--- src/rtl/dft_bfly_sched.sv ---
// Radix-2 in-place DFT butterfly address scheduler: per-stage read/twiddle issue and write-back addresses.
// Latency: write-back strobe trails its issue by exactly BFLY_LAT cycles; done is LOG2N*(N/2+BFLY_LAT)+1 after start.
// Backpressure: i_hold stalls issue in RUN only; in-flight writes keep draining. Optional DFT_BFLY_SCHED_PERF_EN adds o_cycles.
module dft_bfly_sched #(
    parameter int LOG2N    = 3,
    parameter int BFLY_LAT = 2,
    localparam int TW_W    = (LOG2N > 1) ? LOG2N - 1 : 1
) (
    input  logic             i_clk,
    input  logic             i_rst_n,
    input  logic             i_start,
    input  logic             i_hold,
    output logic             o_busy,
    output logic             o_done,
    output logic [LOG2N-1:0] o_stage,
    output logic             o_bfly_valid,
    output logic [LOG2N-1:0] o_rd_addr_a,
    output logic [LOG2N-1:0] o_rd_addr_b,
    output logic [TW_W-1:0]  o_tw_addr,
    output logic             o_wr_en,
    output logic [LOG2N-1:0] o_wr_addr_a,
    output logic [LOG2N-1:0] o_wr_addr_b
`ifdef DFT_BFLY_SCHED_PERF_EN
    ,
    output logic [15:0]      o_cycles
`endif
);

    localparam logic [LOG2N-1:0] A1       = LOG2N'(1);
    localparam logic [LOG2N-1:0] K_LAST   = LOG2N'((1 << (LOG2N - 1)) - 1);
    localparam logic [LOG2N-1:0] S_LAST   = LOG2N'(LOG2N - 1);
    localparam logic [LOG2N-1:0] ADDR_MAX = {LOG2N{1'b1}};

    typedef enum logic [1:0] {IDLE, RUN, DRAIN, DONE} state_t;

    typedef struct packed {
        logic             vld;
        logic [LOG2N-1:0] a;
        logic [LOG2N-1:0] b;
    } wb_t;

    state_t           state, state_nxt;
    logic [LOG2N-1:0] s, s_nxt, k, k_nxt;
    logic             bfly;
    logic             last_wr;
    logic [LOG2N-1:0] mask, j, addr_a, addr_b;
    wb_t              line [BFLY_LAT];

    always_comb begin
        mask   = (A1 << s) - A1;
        j      = k & mask;
        addr_a = ((k >> s) << (s + A1)) | j;
        addr_b = addr_a + (A1 << s);
    end

    // Each stage's final butterfly is the only one whose lower leg is N-1.
    assign last_wr = line[BFLY_LAT-1].vld && (line[BFLY_LAT-1].b == ADDR_MAX);

    always_comb begin
        state_nxt = state;
        s_nxt     = s;
        k_nxt     = k;
        bfly      = 1'b0;
        case (state)
            IDLE: begin
                if (i_start) begin
                    s_nxt     = '0;
                    k_nxt     = '0;
                    state_nxt = RUN;
                end
            end
            RUN: begin
                if (!i_hold) begin
                    bfly = 1'b1;
                    if (k == K_LAST) begin
                        state_nxt = DRAIN;
                    end else begin
                        k_nxt = k + A1;
                    end
                end
            end
            DRAIN: begin
                if (last_wr) begin
                    if (s == S_LAST) begin
                        state_nxt = DONE;
                    end else begin
                        s_nxt     = s + A1;
                        k_nxt     = '0;
                        state_nxt = RUN;
                    end
                end
            end
            DONE:    state_nxt = IDLE;
            default: state_nxt = IDLE;
        endcase
    end

    always_ff @(posedge i_clk or negedge i_rst_n) begin
        if (!i_rst_n) begin
            state <= IDLE;
            s     <= '0;
            k     <= '0;
        end else begin
            state <= state_nxt;
            s     <= s_nxt;
            k     <= k_nxt;
        end
    end

    always_ff @(posedge i_clk or negedge i_rst_n) begin
        if (!i_rst_n) begin
            for (int i = 0; i < BFLY_LAT; i++) line[i] <= '0;
        end else begin
            line[0] <= {bfly, o_rd_addr_a, o_rd_addr_b};
            for (int i = 1; i < BFLY_LAT; i++) line[i] <= line[i-1];
        end
    end

    assign o_busy       = (state != IDLE);
    assign o_done       = (state == DONE);
    assign o_stage      = s;
    assign o_bfly_valid = bfly;
    assign o_rd_addr_a  = bfly ? addr_a : '0;
    assign o_rd_addr_b  = bfly ? addr_b : '0;
    assign o_tw_addr    = bfly ? TW_W'(j << (S_LAST - s)) : '0;
    assign o_wr_en      = line[BFLY_LAT-1].vld;
    assign o_wr_addr_a  = line[BFLY_LAT-1].a;
    assign o_wr_addr_b  = line[BFLY_LAT-1].b;

`ifdef DFT_BFLY_SCHED_PERF_EN
    always_ff @(posedge i_clk or negedge i_rst_n) begin
        if (!i_rst_n) begin
            o_cycles <= '0;
        end else if (state == IDLE && i_start) begin
            o_cycles <= '0;
        end else if ((state == RUN || state == DRAIN) && o_cycles != 16'hFFFF) begin
            o_cycles <= o_cycles + 16'd1;
        end
    end
`endif

endmodule

--- config.mk ---
export PLATFORM = sky130hd
export DESIGN_NAME = dft_bfly_sched
export DESIGN_NICKNAME = d
export VERILOG_FILES = /design/src/rtl/dft_bfly_sched.sv
export SDC_FILE = /design/constraint.sdc
export NUM_CORES = 1
export LEC_CHECK = 0
export CAP_MARGIN = 20
export CORE_MARGIN = 2
export CORE_UTILIZATION = 45
export CTS_CLUSTER_SIZE = 10
export DETAILED_ROUTE_END_ITERATION = 6
export DONT_BUFFER_PORTS = 1
export MAX_ROUTING_LAYER = met4
export SETUP_SLACK_MARGIN = 0.15
export SLEW_MARGIN = 10
export SYNTH_ARGS = -nofsm -noshare
export SYNTH_HDL_FRONTEND = slang
export SYNTH_SLANG_ARGS = --single-unit
--- constraint.sdc ---
create_clock -name i_clk -period 6.2 [get_ports i_clk]
set_input_delay 1.24 -clock i_clk [delete_from_list [all_inputs] [get_ports i_clk]]
set_output_delay 1.24 -clock i_clk [all_outputs]
set_load 0.02 [all_outputs]
==> impl_metrics.ini <==
[critical_path]
cp.arrival_ps = 3170
critPathCaptureType = primary output
crit_end = o_rd_addr_b[2]
crit_fanout = 11
r2r_slack_ps = 3180
worstRegToRegCells = 8
worstSetupStartpoint = o_stage[0]$_DFFE_PN0P_
crit_type = reg2out
crit-reg2reg-launch = o_stage[0]$_DFFE_PN0P_
cp.required_ps = 4960
start_kind = flip-flop
timing.rr.end = line[9]$_DFF_PN0_

[synth]
synth_edf_count = 0
synth_ff_type = dfrtp_1
ys_types = 39
syn_inst = 114
synth-seq-cells = 22
synthXorXnorAreaFrac = 0.0214
async_flop_share = 1.00
synth_area_leaders = dfrtp_1 (45%), ha_1 (8.1%), buf_4 (4.3%)
synthSimpleGateAreaFrac = 0.221
synth_mux_area_frac = 0.0356
syn-cell-area_mm2 = 0.00123
yosys.area.top_type = dfrtp_1
syn_nets = 127
synth-warning-count = 0
syn_avg_cell_area_um2 = 10.8
synth-compound-area-share = 0.0957
seq_area_frac_synth = 0.448
synth.top_cell.area_share = 0.448
synth_top_family_by_area = simple AND/OR/NAND/NOR gates
synth_fa_ha_area_frac = 0.0978

[cts]
clock_latency_ps = 310
h-tree-depth = 1
holdBufCountCts = 0
cts_tree = done
cts_buffers = 3
cts_resized = 0
path_clk_slew_ps = 110
cts.path.max_buffers = 2
root_buffer = clkbuf_4
cts_setup_buffers = 0
cts.sinks = 22

[route]
viasPerCell = 5.40
wirelength_um = 2170
first_iter_violations = 1
first_pass_iters = 2
drc = 0
wire_per_inst_um = 15.6
vias = 751
detail-route-antenna-nets = 0

[power]
intPower_uw = 183
swShare = 0.215
p_leak_uw = 0.000585
clkPwrFrac = 0.339
sequentialPowerShare = 0.631
pwr-share-comb = 0.030
netSwitchingPower_uw = 50.1
power.density_mw_per_mm2 = 189
ir_worst_vdd_mv = 0.134

[die]
ios = 25
num_rows = 18
start_util = 0.487
die_area_mm2 = 0.00316
die_y_um = 56.3
die_w_um = 56.3
core_region_area_mm2 = 0.00252

[place]
io_buffers = 0
dp_hpwl_um = 1630
gp_congestion = 0.831
dpl_cell_area_mm2 = 0.00120

[run]
cap_violations = 0

[global_route]
grt_use_met3 = 0.0438
grt_pass1_wl_um = 3600
busiest_layer = met2
grt_usage = 0.150
overflow = 0
grt_max_degree = 23
met1_usage = 0.181
antenna_found_initial = 0
grt_pass1_vias = 733
grtUsageMet2 = 0.242

[sta]
slew_violations = 0
fmax_ghz = 0.227
slew-limit-headroom = 0.586
setup_tns_ps = 0
tightest_slew_ps = 617
hold_violations = 0
setup_viol = 0
finClkSkew_ps = 11.0
period_share = 0.711
whs_ps = 360
min_period_ps = 4410
rsz0062_at_grt = no

[final_layout]
nets = 123
syn_to_final_growth_pct = 0.407
antenna_cells = 0
seqCellArea_um2 = 551
final_util = 0.489
drive_gt1_frac = 0.138
layout_common_cells = dfrtp_1 (22), ha_1 (8), inv_1 (7), nor2_1 (7)
multiInputGateArea_um2 = 579
fillCellCount = 224
layout.cells.most_common = dfrtp_1
design_area_mm2 = 0.00123

[outcome]
status = finished clean

[worst_hold_path]
hold_path.class = reg2reg
hold_path_depth = 0
==> worst min path at each step <==
stage,from,to
2_1_floorplan,line[10]$_DFF_PN0_,o_wr_addr_a[0]$_DFF_PN0_
3_3_place_gp,line[12]$_DFF_PN0_,o_wr_addr_a[2]$_DFF_PN0_
3_5_place_dp,line[11]$_DFF_PN0_,o_wr_addr_a[1]$_DFF_PN0_
4_1_cts,line[11]$_DFF_PN0_,o_wr_addr_a[1]$_DFF_PN0_
5_1_grt,line[11]$_DFF_PN0_,o_wr_addr_a[1]$_DFF_PN0_
6_report,line[11]$_DFF_PN0_,o_wr_addr_a[1]$_DFF_PN0_
==> per-stage QoR <==
step	power, µW	worst slack [ps]	instances
6_report	233	1790	139
3_3_place_gp	156	2220	135
2_1_floorplan	155	2360	114
4_1_cts	234	1770	139
3_5_place_dp	157	2120	135
5_1_grt	241	1550	139
==> registers in the layout, summed over array words and instances (netlist names) <==
register and flops:
o_wr_addr_b 3, state 2, o_wr_en 1, line 7
o_stage 3, o_wr_addr_a 3, k 3
==> final cells by class <==
type | instances | area share
Multi-Input combinational cell | 75 | 0.470
Tap cell | 30 | 0.0304
Clock buffer | 4 | 0.0294
Sequential cell | 22 | 0.446
Inverter | 8 | 0.0243
==> routing by layer <==
metal  vias up  wire length (µm)
li1        370                 -
met2        20              1040
met4         0                29
met5         -                 0
met3         4               109
met1       357               983
==> power by group through the flow <==
| stage | sequential [µW] | clock [µW] | combinational, µW |
|---|---|---|---|
| 3_3_place_gp | 150 | 0 | 6.47 |
| 4_1_cts | 147 | 80.2 | 7.09 |
| 6_report | 147 | 78.9 | 7.10 |
| 3_5_place_dp | 150 | 0 | 6.90 |
| 2_1_floorplan | 149 | 0 | 6.53 |
| 5_1_grt | 147 | 86.2 | 7.77 |
==> synthesized netlist by cell type, drive strengths merged (2+ instances only) <==
| master | number |
|---|---|
| a21oi | 3 |
| and2 | 5 |
| buf | 9 |
| dfrtp | 22 |
| ha | 8 |
| inv | 8 |
| mux2 | 3 |
| nand2 | 6 |
| nand2b | 4 |
| nand3 | 6 |
| nand3b | 3 |
| nor2 | 7 |
| nor2b | 2 |
| nor3 | 2 |
| o21ai | 5 |
| or2 | 2 |
| xnor2 | 2 |
==> kinds of logic after synthesis <==
family | after synthesis
simple gates | 44
mux | 4
compound gates | 15
xor+xnor | 3
buf+inv | 17
flops | 22
fa+ha+maj | 9
==> critical path, cell delays in order, from the launching register on <==
cell and delay, ps:
dfrtp_1 660, inv_1 180, ha_1 410, nand3b_1 150, nand2_1 70, ha_1 190
fa_1 370, or3_1 370, a21oi_1 460
No activity file was read; power rests on OpenSTA's default activity.
